**src/rtl/lif_pkg.sv**
```systemverilog
// rtl/lif_pkg.sv - shared types and constants for the LIF score accumulator bank
package lif_pkg;

    typedef enum logic [1:0] {
        ST_IDLE  = 2'd0,
        ST_ACCUM = 2'd1,
        ST_DONE  = 2'd2
    } state_t;

    localparam int DEF_SCORE_W = 4;
    localparam int DEF_VMEM_W  = 16;

    // All-ones value of a w-bit sum, used as the saturation ceiling.
    function automatic logic [63:0] sat_max(input int w);
        return (64'd1 << w) - 64'd1;
    endfunction

endpackage

```
**src/rtl/lif_score_accum_bank_if.sv**
```systemverilog
// rtl/lif_score_accum_bank_if.sv - score stream and frozen-sum handshake bundle
interface lif_score_accum_bank_if
    import lif_pkg::*;
#(
    parameter int NUM_CH  = 4,
    parameter int SCORE_W = DEF_SCORE_W,
    parameter int VMEM_W  = DEF_VMEM_W
);
    logic                        scan_start_en;
    logic                        scan_end_en;
    logic [NUM_CH-1:0]           score_valid;
    logic [NUM_CH*SCORE_W-1:0]   score_in;
    logic [NUM_CH*VMEM_W-1:0]    sum_out;
    logic                        sum_valid;
    logic                        sum_ready;
    logic [NUM_CH-1:0]           ovf_flag;
    logic                        busy;
    logic                        start_drop;

    modport master (
        output scan_start_en, scan_end_en, score_valid, score_in, sum_ready,
        input  sum_out, sum_valid, ovf_flag, busy, start_drop
    );

    modport slave (
        input  scan_start_en, scan_end_en, score_valid, score_in, sum_ready,
        output sum_out, sum_valid, ovf_flag, busy, start_drop
    );
endinterface

```
**src/rtl/lif_sat_adder.sv**
```systemverilog
// rtl/lif_sat_adder.sv - one-channel widened adder with optional saturation
module lif_sat_adder
    import lif_pkg::*;
#(
    parameter int SCORE_W = DEF_SCORE_W,
    parameter int VMEM_W  = DEF_VMEM_W
) (
    input  logic [VMEM_W-1:0]  sum,
    input  logic [SCORE_W-1:0] score,
    input  logic               sat_en,
    output logic [VMEM_W-1:0]  next_sum,
    output logic               carry
);
    localparam logic [VMEM_W-1:0] SAT_VAL = VMEM_W'(sat_max(VMEM_W));

    logic [VMEM_W:0] wide;

    assign wide     = {1'b0, sum} + {{(VMEM_W + 1 - SCORE_W){1'b0}}, score};
    assign carry    = wide[VMEM_W];
    assign next_sum = (sat_en && carry) ? SAT_VAL : wide[VMEM_W-1:0];
endmodule

```
**src/rtl/lif_score_accum_bank.sv**
```systemverilog
// rtl/lif_score_accum_bank.sv - multi-channel scan-window score accumulator
module lif_score_accum_bank
    import lif_pkg::*;
#(
    parameter int NUM_CH    = 4,
    parameter int SCORE_W   = DEF_SCORE_W,
    parameter int VMEM_W    = DEF_VMEM_W,
    parameter int SAT_EN    = 1,
    parameter int GAP_CLEAR = 1
) (
    input logic                    clk,
    input logic                    rst_n,
    lif_score_accum_bank_if.slave  bus
);
    state_t state, state_nxt;
    logic   clear_all;
    logic   accum_en;
    logic   drop_nxt;
    logic   start_drop_q;

    logic [NUM_CH*VMEM_W-1:0] sum_flat;
    logic [NUM_CH-1:0]        ovf_flat;

    always_ff @(posedge clk or negedge rst_n) begin
        if (!rst_n) begin
            state        <= ST_IDLE;
            start_drop_q <= 1'b0;
        end else begin
            state        <= state_nxt;
            start_drop_q <= drop_nxt;
        end
    end

    always_comb begin
        state_nxt = state;
        clear_all = 1'b0;
        accum_en  = 1'b0;
        drop_nxt  = 1'b0;
        case (state)
            ST_IDLE: begin
                if (bus.scan_start_en) begin
                    clear_all = 1'b1;
                    state_nxt = ST_ACCUM;
                end
            end
            ST_ACCUM: begin
                // A restart outranks a close arriving in the same cycle.
                if (bus.scan_start_en) begin
                    clear_all = 1'b1;
                end else begin
                    accum_en = 1'b1;
                    if (bus.scan_end_en) state_nxt = ST_DONE;
                end
            end
            ST_DONE: begin
                if (bus.sum_ready) begin
                    if (bus.scan_start_en) begin
                        clear_all = 1'b1;
                        state_nxt = ST_ACCUM;
                    end else begin
                        state_nxt = ST_IDLE;
                    end
                end else if (bus.scan_start_en) begin
                    drop_nxt = 1'b1;
                end
            end
            default: state_nxt = ST_IDLE;
        endcase
    end

    for (genvar c = 0; c < NUM_CH; c++) begin : g_ch
        logic [VMEM_W-1:0] sum_q;
        logic [VMEM_W-1:0] sum_add;
        logic              carry;
        logic              ovf_q;

        lif_sat_adder #(.SCORE_W(SCORE_W), .VMEM_W(VMEM_W)) u_add (
            .sum      (sum_q),
            .score    (bus.score_in[c*SCORE_W +: SCORE_W]),
            .sat_en   (SAT_EN != 0),
            .next_sum (sum_add),
            .carry    (carry)
        );

        always_ff @(posedge clk or negedge rst_n) begin
            if (!rst_n) begin
                sum_q <= '0;
                ovf_q <= 1'b0;
            end else if (clear_all) begin
                sum_q <= '0;
                ovf_q <= 1'b0;
            end else if (accum_en) begin
                if (bus.score_valid[c]) begin
                    sum_q <= sum_add;
                    if (carry) ovf_q <= 1'b1;
                end else if (GAP_CLEAR != 0) begin
                    sum_q <= '0;
                end
            end
        end

        assign sum_flat[c*VMEM_W +: VMEM_W] = sum_q;
        assign ovf_flat[c]                  = ovf_q;
    end

    assign bus.sum_out    = sum_flat;
    assign bus.ovf_flag   = ovf_flat;
    assign bus.sum_valid  = (state == ST_DONE);
    assign bus.busy       = (state == ST_ACCUM);
    assign bus.start_drop = start_drop_q;
endmodule
```
**src/flat_wrapper.sv**
```systemverilog
// flat-port wrapper written by rule: the top's interface ports become plain ports
module lif_score_accum_bank_flat import lif_pkg::*;
#(
    parameter int NUM_CH    = 4,
    parameter int SCORE_W   = DEF_SCORE_W,
    parameter int VMEM_W    = DEF_VMEM_W,
    parameter int SAT_EN    = 1,
    parameter int GAP_CLEAR = 1
)
  (clk, rst_n, bus_scan_start_en, bus_scan_end_en, bus_score_valid, bus_score_in, bus_sum_ready, bus_sum_out, bus_sum_valid, bus_ovf_flag, bus_busy, bus_start_drop);
  lif_score_accum_bank_if #(.NUM_CH(NUM_CH), .SCORE_W(SCORE_W), .VMEM_W(VMEM_W)) bus_i ();
  input logic clk;
  input logic rst_n;
  input wire logic [$bits(bus_i.scan_start_en)-1:0] bus_scan_start_en;
  input wire logic [$bits(bus_i.scan_end_en)-1:0] bus_scan_end_en;
  input wire logic [$bits(bus_i.score_valid)-1:0] bus_score_valid;
  input wire logic [$bits(bus_i.score_in)-1:0] bus_score_in;
  input wire logic [$bits(bus_i.sum_ready)-1:0] bus_sum_ready;
  output wire logic [$bits(bus_i.sum_out)-1:0] bus_sum_out;
  output wire logic [$bits(bus_i.sum_valid)-1:0] bus_sum_valid;
  output wire logic [$bits(bus_i.ovf_flag)-1:0] bus_ovf_flag;
  output wire logic [$bits(bus_i.busy)-1:0] bus_busy;
  output wire logic [$bits(bus_i.start_drop)-1:0] bus_start_drop;
  assign bus_i.scan_start_en = bus_scan_start_en;
  assign bus_i.scan_end_en = bus_scan_end_en;
  assign bus_i.score_valid = bus_score_valid;
  assign bus_i.score_in = bus_score_in;
  assign bus_i.sum_ready = bus_sum_ready;
  assign bus_sum_out = bus_i.sum_out;
  assign bus_sum_valid = bus_i.sum_valid;
  assign bus_ovf_flag = bus_i.ovf_flag;
  assign bus_busy = bus_i.busy;
  assign bus_start_drop = bus_i.start_drop;
  lif_score_accum_bank #(.NUM_CH(NUM_CH), .SCORE_W(SCORE_W), .VMEM_W(VMEM_W), .SAT_EN(SAT_EN), .GAP_CLEAR(GAP_CLEAR)) u_core (.clk(clk), .rst_n(rst_n), .bus(bus_i));
endmodule
```
**config.mk**
```make
export PLATFORM = sky130hd
export DESIGN_NAME = lif_score_accum_bank_flat
export DESIGN_NICKNAME = d
export VERILOG_FILES = /design/src/rtl/lif_pkg.sv /design/src/rtl/lif_score_accum_bank_if.sv /design/src/rtl/lif_sat_adder.sv /design/src/rtl/lif_score_accum_bank.sv /design/src/flat_wrapper.sv
export SDC_FILE = /design/constraint.sdc
export NUM_CORES = 1
export LEC_CHECK = 0
export ABC_CLOCK_PERIOD_IN_PS = 2560
export BUFFER_PORTS_ARGS = -buffer_cell sky130_fd_sc_hd__buf_2
export CAP_MARGIN = 10
export CORE_MARGIN = 5
export CORE_UTILIZATION = 50
export CTS_BUF_LIST = sky130_fd_sc_hd__clkbuf_16
export CTS_CLUSTER_DIAMETER = 80
export CTS_CLUSTER_SIZE = 16
export DETAILED_ROUTE_END_ITERATION = 8
export GPL_TIMING_DRIVEN = 1
export PLACE_DENSITY_LB_ADDON = 0.25
export SLEW_MARGIN = 0
export SYNTH_ARGS = -nofsm -noshare
export SYNTH_HDL_FRONTEND = slang
export SYNTH_SLANG_ARGS = --single-unit
```
**constraint.sdc**
```tcl
create_clock -name clk -period 2.56 [get_ports clk]
set_clock_uncertainty 0.1 [all_clocks]
set_input_delay 0.384 -clock clk [delete_from_list [all_inputs] [get_ports clk]]
set_output_delay 0.384 -clock clk [all_outputs]
set_load 0.02 [all_outputs]
```
==> parameters.txt, run 1 <==
Parameter                              Value

Setup path
  Critical path class ... reg2reg
  Worst-path maximum fanout ... 9
  WP data arrival ... 2470 ps
  Kind of start point of the critical path ... register
  Crit path required time ... between 2000 and 3000 ps
  Slowest stage cell, crit path ... sky130_fd_sc_hd__or4_4
  Sort of element at the end of the critical path ... register
  Critical Path Max Stage Delay ... 570 ps
  Cells traversed along the worst timing path ... ha_1 > fa_1 > a211oi_1 > nor2_2 > nand2_2 > or4_4 > a41oi_2

Route
  Total wire length after detailed routing ... 11,600 µm
  Vias ... 4,156
  Starting DRC count in detailed routing ... ~180
  DRC violation count after routing ... 0
  Iteration count of the initial detailed-routing pass ... 4
  Remaining antenna violation count ... 0
  Vias per cell ... a little over 6
  Detailed-route wire length per cell ... 17.1 µm

Clock tree
  Register clock-pin slew on the reported worst setup and hold paths ... around 50 ps
  Clock tree from TritonCTS ... built
  Root buffer cell ... sky130_fd_sc_hd__clkbuf_16
  Clock Path Buffers ... 2
  Number of clock sinks seen by CTS ... 71
  Clock Latency Late Sink ... about 330 ps
  Total setup buffers inserted after CTS ... 0
  Clock buffer count from CTS ... 9
  H-tree lvl count ... 3

Finish
  Final cell utilization of the core ... 0.621
  Fraction of final layout cells with drive strength greater than 1 ... 0.234
  N_diodes ... 0
  Layout fillers ... ~730
  Total Nets Final ... just over 600
  Relative area change from synthesis to final layout ... 20.5%

Synth
  Cell count after synthesis ... about 470
  Warnings, synthesis ... 0
  Most frequent cells after synthesis ... sky130_fd_sc_hd__dfrtp_1 (71), sky130_fd_sc_hd__nand2_1 (54), sky130_fd_sc_hd__a21oi_1 (40)
  Top cells by area in the synthesized netlist ... sky130_fd_sc_hd__dfrtp_1 (42%), sky130_fd_sc_hd__nand2_1 (4.8%), sky130_fd_sc_hd__a21oi_1 (4.7%), sky130_fd_sc_hd__ha_1 (4.7%), sky130_fd_sc_hd__nand3_1 (4.5%)
  Mean Syn Cell Area ... about 9 µm²
  Most frequently used cell type in the post-synthesis netlist ... sky130_fd_sc_hd__dfrtp_1
  Area leader, netlist ... sky130_fd_sc_hd__dfrtp_1
  Post-synthesis register bit count ... 71
  Portion of the post-synthesis area used by sequential elements ... 0.417
  Net count of the mapped netlist ... slightly above 500
  Number of different library cells in the post-synthesis netlist ... 55
  Share of flip-flops with an asynchronous set or reset ... 1.00
  Share of Yosys cell area claimed by the top area cell type ... 0.417
  EDFF count, synth ... 0
  Most instantiated flip-flop cell in the synthesis netlist ... sky130_fd_sc_hd__dfrtp_1
  Post-synth design cell area ... ~4300 µm²

Pwr
  Cell Pwr Density ... between 500 and 600 nW/µm²
  IR drop worst, VDD ... approximately 400 µV
  Leakage power summed over all cells ... ~2.5 nW
  Total Power ... roughly 2.8 mW

Placement
  Port Buffers ... 95
  Half-perimeter wire length after detailed placement ... between 8000 and 9000 µm
  Worst setup slack before clock tree synthesis ... approximately 180 ps
  Gp weighted congestion ... 0.871

Status
  Status ... finished, final reports clean

Run
  Max capacitance violation total ... 0

Die
  Core Rows ... 33
  Boundary pin count ... 96
  Effective utilization at floorplan ... 0.516
  Area enclosed by the die boundary ... roughly 10,000 µm²
  Area of the core region ... between 8000 and 9000 µm²
  Chip Width ... 102 µm
  Die height ... between 100 and 150 µm

STA
  Maximum achievable frequency ... between 400 and 500 MHz
  Period Utilization, post-route ... 0.908
  Worst-Margin Slew ... about 960 ps
  RSZ-0062 raised after global routing ... false
  Relative slew slack ... 0.363
  Setup slack of the critical path after layout ... 235 ps
  Setup Total Neg Slack ... 0 ps
  Minimum clock period ... roughly 2300 ps
  Final hold violation count ... 0
  Final setup vio count ... 0
  Final max-slew violation count ... 0

Worst hold path
  Hold Crit Class ... in2reg

Global route
  Leftover overflow at the end of global routing ... 0
  Via count of the first global-routing pass ... a little over 4,000
  Largest net degree at the start of global routing ... 72
  Antenna violations before repair ... 0
  GRT Util Overall ... 0.228
  Global-route wire length before repair ... between 15,000 and 20,000 µm
-- worst paths after layout --
path                                                startpoint                                    to  slack, ps  cells past startpoint
setup / recovery           u_core.g_ch[2].sum_q[0]$_DFFE_PN0P_  u_core.g_ch[2].sum_q[15]$_DFFE_PN0P_        240                      7
hold / removal                                 bus_scan_end_en           u_core.state[0]$_DFFE_PN0P_        170                      2
setup reg to reg           u_core.g_ch[2].sum_q[0]$_DFFE_PN0P_  u_core.g_ch[2].sum_q[15]$_DFFE_PN0P_        240                      7
hold reg to reg               u_core.g_ch[0].ovf_q$_DFFE_PN0P_      u_core.g_ch[0].ovf_q$_DFFE_PN0P_        380                      2
max in group asynchronous                                rst_n           u_core.state[0]$_DFFE_PN0P_       1540                      3
min in group asynchronous                                rst_n   u_core.g_ch[1].sum_q[2]$_DFFE_PN0P_        510                      3
-- power breakdown --
| group | switching, mW | internal (mW) | total [mW] |
|---|---|---|---|
| registers | 0.0496 | 1.16 | 1.21 |
| logic | 0.304 | 0.180 | 0.484 |
| clock network | 0.430 | 0.628 | 1.06 |
| total | 0.784 | 1.97 | 2.75 |
-- repair_timing --
item | 4_1_cts | 5_1_grt
endpoints found under the hold margin | 1 | 0
gates resized for setup | 0 | 0
hold buffers | 1 | 0
-- cells by family (layout without fill, tap and decap cells) --
| kind of cell | count (synthesis) | count (layout) | synth area share |
|---|---|---|---|
| AND/OR/NAND/NOR | 159 | 159 | 0.184 |
| flip-flops | 71 | 71 | 0.417 |
| buffers and inverters | 36 | 136 | 0.0385 |
| multiplexers | 1 | 1 | 0.00235 |
| AO/OA/AOI/OAI | 179 | 179 | 0.278 |
| adder cells (fa/ha/maj) | 20 | 20 | 0.0658 |
| XOR/XNOR | 7 | 7 | 0.0144 |
-- per-layer routing --
layer  GRT usage  share of wire  vias up
met2       0.378           0.49      137
met3      0.0539          0.064       12
met5           0              0        -
li1            -              -     1995
met1       0.301           0.44     2012
met4      0.0585         0.0084        0
-- through the flow --
stage | hold WS [ps] | instance area (µm²) | cells
6_report | 166 | 5130 | 678
5_1_grt | 197 | 5130 | 678
4_1_cts | 157 | 5130 | 678
3_5_place_dp | 343 | 4880 | 663
3_3_place_gp | 342 | 4880 | 663
2_1_floorplan | -11.6 | 4260 | 473
-- registers in the layout, summed over array words and instances, names as in the netlist --
signal and flops:
u_core.bus.start_drop 1, u_core.g_ch.ovf_q 4, u_core.g_ch.sum_q 64, u_core.state 2
-- layout by cell type, fill, tap and decap left out, types with 6 or more instances in the layout --
cell                        count
sky130_fd_sc_hd__buf_2         95
sky130_fd_sc_hd__dfrtp_1       71
sky130_fd_sc_hd__nand2_1       54
sky130_fd_sc_hd__a21oi_1       40
sky130_fd_sc_hd__nand3_1       38
sky130_fd_sc_hd__o21ai_0       37
sky130_fd_sc_hd__nor2_1        20
sky130_fd_sc_hd__a31oi_1       19
sky130_fd_sc_hd__ha_1          16
sky130_fd_sc_hd__o211ai_1      15
sky130_fd_sc_hd__buf_4         15
sky130_fd_sc_hd__inv_1         12
sky130_fd_sc_hd__a22oi_1       11
sky130_fd_sc_hd__o311ai_0      11
sky130_fd_sc_hd__clkbuf_16      9
sky130_fd_sc_hd__nand4_1        8
sky130_fd_sc_hd__a41oi_1        8
sky130_fd_sc_hd__nor3_1         7
sky130_fd_sc_hd__and3_1         6
sky130_fd_sc_hd__and2_1         6
sky130_fd_sc_hd__a21o_1         6
sky130_fd_sc_hd__a211oi_1       6
-- layout make-up --
class | instances | area, µm² | share of cell area
Sequential cell | 71 | 1780 | 0.346
Multi-Input combinational cell | 366 | 2320 | 0.453
Clock buffer | 9 | 225 | 0.0439
Tap cell | 105 | 131 | 0.0256
Clock inverter | 5 | 20.0 | 0.00390
Timing Repair Buffer | 112 | 618 | 0.120
Inverter | 10 | 37.5 | 0.00732
-- worst max-delay path: cells and delay by family (launching register included) --
kind | cells | cell delay [ps]
AOI/OAI and AO/OA | 2 | 310
and+or+nand+nor | 3 | 990
DFF | 1 | 380
adders and majority gates | 2 | 460
(Power assumes the default switching activity.)
==> run 2: changes to the inputs <==
MAX_ROUTING_LAYER = met4   (was default)
==> run 2 against run 1 <==
Wire length increased by 0.43%. Design area did not move. Die area did not move. Combinational power about the same. Clock power is essentially flat. Worst setup slack about the same. First-iteration DRC count rose by 5.0%. Largest power group unchanged.
==> parameters.txt, run 2 (synthesis results as in run 1) <==
Parameter                              Value

Die
  Effective utilization at floorplan ... 0.516
  Core Rows ... 33
  Area of the core region ... slightly above 8000 µm²
  Chip Width ... between 100 and 150 µm
  Die height ... ~100 µm
  Area enclosed by the die boundary ... roughly 10,000 µm²
  Boundary pin count ... 96

Finish
  Flip-flop count of the largest register after layout ... between 60 and 70
  Total area of multi-input combinational cells ... roughly 2300 µm²
  Layout fillers ... about 730
  Relative area change from synthesis to final layout ... 20.5%
  Reg with most FFs ... u_core.g_ch.sum_q
  Fraction of final layout cells with drive strength greater than 1 ... 0.234
  N_diodes ... 0
  Total Nets Final ... approximately 620
  Top Registers ... u_core.g_ch.sum_q: 64 flops, u_core.g_ch.ovf_q: 4 flops, u_core.state: 2 flops
  Post-layout instance area ... between 5000 and 6000 µm²
  Final cell utilization of the core ... 0.621
  Area taken by flip-flops and latches ... 1780 µm²
  Most common library cell in the layout ignoring fill and taps ... sky130_fd_sc_hd__buf_2
  Leading cell types in the layout, fill and taps excluded ... sky130_fd_sc_hd__buf_2 (95), sky130_fd_sc_hd__dfrtp_1 (71), sky130_fd_sc_hd__nand2_1 (54)

Pwr
  Cell Pwr Density ... around 540 nW/µm²
  Leakage power summed over all cells ... about 2.5 nW
  IR drop worst, VDD ... between 400 and 500 µV

Global route
  Leftover overflow at the end of global routing ... 0
  Largest net degree at the start of global routing ... 72
  Antenna violations before repair ... 0
  Global-route wire length before repair ... 19,400 µm
  GRT Util Overall ... 0.235
  Via count of the first global-routing pass ... 4,041

STA
  Relative slew slack ... 0.351
  Final max-slew violation count ... 0
  Period Utilization, post-route ... 0.908
  Setup Total Neg Slack ... 0 ps
  Maximum achievable frequency ... ~430 MHz
  Final hold violation count ... 0
  Setup slack of the critical path after layout ... around 240 ps
  Final setup vio count ... 0
  Worst-Margin Slew ... a little under 1000 ps
  RSZ-0062 raised after global routing ... false
  Minimum clock period ... around 2300 ps

Clock tree
  Root buffer cell ... sky130_fd_sc_hd__clkbuf_16
  H-tree lvl count ... 3
  Register clock-pin slew on the reported worst setup and hold paths ... roughly 50 ps
  Clock Latency Late Sink ... roughly 330 ps
  Clock tree from TritonCTS ... built
  Clock Path Buffers ... 2
  Number of clock sinks seen by CTS ... roughly 70
  Clock buffer count from CTS ... 9

Status
  Status ... finished, final reports clean

Run
  Max capacitance violation total ... 0

Route
  DRC violation count after routing ... 0
  Vias per cell ... 6.17
  Remaining antenna violation count ... 0
  Detailed-route wire length per cell ... approximately 17 µm
  Total wire length after detailed routing ... approximately 12,000 µm
  Vias ... roughly 4,200
  Starting DRC count in detailed routing ... 190
  Iteration count of the initial detailed-routing pass ... 4

Placement
  Half-perimeter wire length after detailed placement ... approximately 8100 µm
  Worst setup slack before clock tree synthesis ... 184 ps
  Placed instance area ... 4880 µm²
  Gp weighted congestion ... around 0.89
  Port Buffers ... 95

Worst hold path
  Hold Crit Class ... in2reg

Setup path
  Crit path required time ... around 2700 ps
  WP data arrival ... between 2000 and 2500 ps
  Worst-path maximum fanout ... 9
  Critical path class ... reg2reg
  Kind of start point of the critical path ... register
  Sort of element at the end of the critical path ... register
[run 2: cell counts in the layout (fill, tap and decap cells not counted)]
Identical to the previous run, type by type.
[run 2: path summary, 6_finish.rpt]
| path | endpoint | slack, ps | depth (start not counted) | from |
|---|---|---|---|---|
| setup / recovery | u_core.g_ch[2].sum_q[15]$_DFFE_PN0P_ | 240 | 7 | u_core.g_ch[2].sum_q[0]$_DFFE_PN0P_ |
| min in group asynchronous | u_core.g_ch[1].sum_q[2]$_DFFE_PN0P_ | 500 | 3 | rst_n |
| setup reg to reg | u_core.g_ch[2].sum_q[15]$_DFFE_PN0P_ | 240 | 7 | u_core.g_ch[2].sum_q[0]$_DFFE_PN0P_ |
| hold reg to reg | u_core.g_ch[0].ovf_q$_DFFE_PN0P_ | 380 | 2 | u_core.g_ch[0].ovf_q$_DFFE_PN0P_ |
| max in group asynchronous | u_core.g_ch[0].sum_q[0]$_DFFE_PN0P_ | 1520 | 3 | rst_n |
| hold / removal | u_core.state[0]$_DFFE_PN0P_ | 170 | 2 | bus_scan_end_en |
[run 2: repair_timing]
item                      in CTS  in global routing
setup buffers                  0                  0
gates resized for setup        0                  0
hold endpoints to repair       1                  0
hold buffers                   1                  0
[run 2: stage by stage]
step	hold slack [ps]	power, mW	instances
after floorplan	-11.6	1.53	473
after global placement	342	1.70	663
final	165	2.76	678
after detailed placement	343	1.71	663
after global routing	197	2.89	678
after CTS	157	2.79	678
[run 2: area by class of cell]
cell class / count / area share
flip-flops and latches: 71 / 0.346
well taps: 105 / 0.0256
clock buffers: 9 / 0.0439
clock inverters: 5 / 0.00390
repair buffers: 112 / 0.120
multi-input cells: 366 / 0.453
inverters: 10 / 0.00732
[run 2: layer usage]
metal  global-route usage  wire (µm)  up-vias
met1                0.305       5040     2027
li1                     -          -     1997
met5                    -          0        -
met3               0.0526        767       10
met4               0.0585        103        0
met2                0.376       5740      146
[run 2: worst max-delay path, stage by stage, from the launching register on]
cell	delay, ps
sky130_fd_sc_hd__dfrtp_1	380
sky130_fd_sc_hd__ha_1	200
sky130_fd_sc_hd__fa_1	260
sky130_fd_sc_hd__a211oi_1	120
sky130_fd_sc_hd__nor2_2	310
sky130_fd_sc_hd__nand2_2	110
sky130_fd_sc_hd__or4_4	570
sky130_fd_sc_hd__a41oi_2	190
[run 2: power breakdown]
part	total, mW	switching [mW]	internal, mW
logic	0.485	0.305	0.180
clock network	1.06	0.433	0.628
registers	1.21	0.0496	1.16
total	2.76	0.787	1.97
==> run 3: changes to the inputs <==
ABC_AREA = 1   (was default)
CTS_CLUSTER_DIAMETER = 40   (was 80)
==> run 3 against run 2 <==
Combinational power rose by 99%. Sequential share of layout area down 4.9 points. Clock power rose by 23%. Critical path depth rose by 1. Critical endpoint is now u_core.g_ch[2].sum_q[3]$_DFFE_PN0P_.
==> parameters.txt, run 3 <==
Parameter                              Value

Finish
  N_diodes ... 0
  Layout fillers ... 927
  Flip-flop count of the largest register after layout ... 64
  Count of non-filler cells in the finished layout ... between 900 and 1,000
  Fraction of final layout cells with drive strength greater than 1 ... 0.185
  Final cell utilization of the core ... 0.608
  Post-layout instance area ... between 5000 and 6000 µm²
  Leading cell types in the layout, fill and taps excluded ... sky130_fd_sc_hd__nand2_1 (233), sky130_fd_sc_hd__nand3_1 (138), sky130_fd_sc_hd__buf_2 (95)
  Total Nets Final ... 861
  Most common library cell in the layout ignoring fill and taps ... sky130_fd_sc_hd__nand2_1
  Top Registers ... u_core.g_ch.sum_q: 64 flops, u_core.g_ch.ovf_q: 4 flops, u_core.state: 2 flops
  Relative area change from synthesis to final layout ... 17.9%
  Reg with most FFs ... u_core.g_ch.sum_q

Die
  Area of the core region ... roughly 9800 µm²
  Die height ... roughly 110 µm
  Area enclosed by the die boundary ... 12,200 µm²
  Effective utilization at floorplan ... 0.515
  Chip Width ... around 110 µm
  Boundary pin count ... 96
  Core Rows ... 36

Route
  Vias per cell ... about 5.4
  Remaining antenna violation count ... 0
  Sum of met3 wire segment lengths after detailed routing ... roughly 1000 µm
  Vias ... 5,197
  DR WL met2 ... between 6000 and 7000 µm
  Highest routed metal layer ... met4
  Total wire length after detailed routing ... 13,600 µm
  Iteration count of the initial detailed-routing pass ... 4
  DRC violation count after routing ... 0
  Detailed-route wire length per cell ... between 10 and 15 µm
  Routed length on met1 ... 6230 µm
  Starting DRC count in detailed routing ... 382

Pwr
  Leakage power summed over all cells ... between 3 and 4 nW
  Total Power ... approximately 3.5 mW
  Sequential power share ... 0.361
  Clock share of power ... 0.368
  Cell Pwr Density ... a little under 600 nW/µm²
  Sw Pwr ... 1.22 mW
  Internal power component ... roughly 2.3 mW
  Fraction of power spent switching nets ... 0.345
  Fraction of power consumed by combinational cells ... 0.271
  IR drop worst, VDD ... 345 µV

Setup path
  Register-to-register path setup slack ... approximately 480 ps
  Critical path class ... reg2reg
  Destination of the worst register-to-register timing path ... u_core.g_ch[2].sum_q[3]$_DFFE_PN0P_
  WP data arrival ... around 2200 ps
  Crit path required time ... approximately 2700 ps
  Sort of element at the end of the critical path ... register
  Kind of start point of the critical path ... register
  Logic depth of the worst register-to-register path ... 8
  Worst-path maximum fanout ... 10
  Critical R2R Launch ... u_core.g_ch[2].sum_q[0]$_DFFE_PN0P_

Global route
  GRT Util Overall ... 0.227
  Via count of the first global-routing pass ... a little under 5,000
  Antenna violations before repair ... 0
  Leftover overflow at the end of global routing ... 0
  Global-route wire length before repair ... about 23,000 µm
  Largest net degree at the start of global routing ... approximately 70

Synth
  Most frequent cells after synthesis ... sky130_fd_sc_hd__nand2_1 (233), sky130_fd_sc_hd__nand3_1 (138), sky130_fd_sc_hd__dfrtp_1 (71)
  Most frequently used cell type in the post-synthesis netlist ... sky130_fd_sc_hd__nand2_1
  Warnings, synthesis ... 0
  Net count of the mapped netlist ... around 760
  Share of flip-flops with an asynchronous set or reset ... 1.00
  Compound-gate portion of the synthesized area ... 0.0831
  Number of different library cells in the post-synthesis netlist ... 39
  Cell count after synthesis ... 719
  Portion of the post-synthesis area used by sequential elements ... 0.351
  Most instantiated flip-flop cell in the synthesis netlist ... sky130_fd_sc_hd__dfrtp_1
  Area fraction in and, or, nand and nor cells after synthesis ... 0.427
  Xor and xnor fraction of the mapped netlist area ... 0.00865
  Mean Syn Cell Area ... 7.04 µm²
  EDFF count, synth ... 0
  Share of Yosys cell area claimed by the top area cell type ... 0.351
  Top cells by area in the synthesized netlist ... sky130_fd_sc_hd__dfrtp_1 (35%), sky130_fd_sc_hd__nand2_1 (17%), sky130_fd_sc_hd__nand3_1 (14%), sky130_fd_sc_hd__inv_1 (4.9%), sky130_fd_sc_hd__ha_1 (4.0%)
  Area leader, netlist ... sky130_fd_sc_hd__dfrtp_1
  Post-synth design cell area ... 5060 µm²
  Post-synthesis register bit count ... about 70
  Synthesized-area fraction occupied by adder cells ... 0.0554
  Share of synthesized area spent on multiplexers ... 0
  Dominant combinational cell family by area after synthesis ... simple AND/OR/NAND/NOR gates

STA
  Relative slew slack ... 0.556
  Maximum achievable frequency ... between 400 and 500 MHz
  Final hold violation count ... 0
  Worst-Margin Slew ... approximately 670 ps
  Final max-slew violation count ... 0
  RSZ-0062 raised after global routing ... false
  Setup slack of the critical path after layout ... around 480 ps
  Period Utilization, post-route ... 0.812
  Worst hold slack ... 283 ps
  Setup Total Neg Slack ... 0 ps
  Final setup vio count ... 0
  Minimum clock period ... ~2100 ps

Clock tree
  Clock buffer count from CTS ... 9
  Clock Latency Late Sink ... between 300 and 400 ps
  Clock Path Buffers ... 2
  Register clock-pin slew on the reported worst setup and hold paths ... about 60 ps
  Root buffer cell ... sky130_fd_sc_hd__clkbuf_16
  H-tree lvl count ... 3
  Number of clock sinks seen by CTS ... 71
  Clock tree from TritonCTS ... built

Placement
  Placed cells ... between 900 and 1,000
  Worst setup slack before clock tree synthesis ... approximately 430 ps
  Placed instance area ... approximately 5700 µm²
  Gp weighted congestion ... a little over 0.9
  Port Buffers ... 95
  Half-perimeter wire length after detailed placement ... slightly below 10,000 µm

Worst hold path
  Hold EP ... u_core.bus.start_drop$_DFF_PN0_
  Min-Delay Path Depth ... 4
  Hold Crit Class ... in2reg
  Worst hold start ... bus_sum_ready

Run
  Max capacitance violation total ... 0

Status
  Status ... finished, final reports clean
[run 3: changes by cell type after synthesis, moves of 18 or more]
| cell | delta |
|---|---|
| sky130_fd_sc_hd__clkbuf_1 | -18 |
| sky130_fd_sc_hd__a31oi_1 | -18 |
| sky130_fd_sc_hd__nand2_1 | +179 |
| sky130_fd_sc_hd__o21ai_0 | -25 |
| sky130_fd_sc_hd__nand3_1 | +100 |
| sky130_fd_sc_hd__nor2_1 | +32 |
| sky130_fd_sc_hd__inv_1 | +56 |
[run 3: cells by family (layout without fill, tap and decap cells)]
| family | after synthesis | after routing |
|---|---|---|
| XOR/XNOR | 5 | 5 |
| adder cells (fa/ha/maj) | 20 | 20 |
| AND/OR/NAND/NOR | 468 | 468 |
| AO/OA/AOI/OAI | 66 | 66 |
| buffers and inverters | 89 | 191 |
| flip-flops | 71 | 71 |
[run 3: repair_timing]
action                                  4_1_cts  5_1_grt
endpoints found under the hold margin        24        0
buffers inserted                              0        0
hold buffers                                  1        0
endpoints found under the setup margin        0        0
gates resized for setup                       0        0
[run 3: layout make-up]
type | instances | area [µm²] | area share
Clock buffer | 9 | 225 | 0.0377
Clock inverter | 7 | 80.1 | 0.0134
Inverter | 74 | 278 | 0.0466
Multi-Input combinational cell | 559 | 2910 | 0.487
Sequential cell | 71 | 1780 | 0.298
Tap cell | 133 | 166 | 0.0279
Timing Repair Buffer | 101 | 536 | 0.0897
[run 3: worst max-delay path by stage]
| stage | end | slack (ps) | cells after the start | from |
|---|---|---|---|---|
| 2_1_floorplan | u_core.g_ch[2].sum_q[3]$_DFFE_PN0P_ | 580 | 8 | u_core.g_ch[2].sum_q[0]$_DFFE_PN0P_ |
| 3_3_place_gp | u_core.g_ch[3].sum_q[2]$_DFFE_PN0P_ | 500 | 9 | bus_score_in[12] |
| 3_5_place_dp | u_core.g_ch[3].sum_q[2]$_DFFE_PN0P_ | 430 | 9 | bus_score_in[12] |
| 4_1_cts | u_core.g_ch[3].sum_q[2]$_DFFE_PN0P_ | 490 | 8 | u_core.g_ch[3].sum_q[0]$_DFFE_PN0P_ |
| 5_1_grt | u_core.g_ch[2].sum_q[6]$_DFFE_PN0P_ | 320 | 8 | u_core.g_ch[2].sum_q[0]$_DFFE_PN0P_ |
| 6_report | u_core.g_ch[2].sum_q[3]$_DFFE_PN0P_ | 480 | 8 | u_core.g_ch[2].sum_q[0]$_DFFE_PN0P_ |
[run 3: metal layers]
| layer | GRT usage | vias up |
|---|---|---|
| li1 | - | 2574 |
| met1 | 0.303 | 2372 |
| met2 | 0.351 | 231 |
| met3 | 0.0394 | 20 |
| met4 | 0.0788 | 0 |
| met5 | - | - |
[run 3: critical path, cell delays in order (launching register included)]
cell and delay, ps:
sky130_fd_sc_hd__dfrtp_1 400, sky130_fd_sc_hd__ha_1 260, sky130_fd_sc_hd__fa_1 420, sky130_fd_sc_hd__nand3_1 130, sky130_fd_sc_hd__nand2_1 170, sky130_fd_sc_hd__nand2_4 170
sky130_fd_sc_hd__nor2_8 60, sky130_fd_sc_hd__nand2_4 130, sky130_fd_sc_hd__o211ai_1 110
[run 3: power by group through the flow]
stage | logic [mW] | clock network, mW | registers, mW
6_report | 0.963 | 1.30 | 1.28
5_1_grt | 1.06 | 1.38 | 1.30
4_1_cts | 0.965 | 1.33 | 1.28
3_5_place_dp | 0.963 | 0 | 1.30
3_3_place_gp | 0.943 | 0 | 1.30
2_1_floorplan | 0.636 | 0 | 1.34
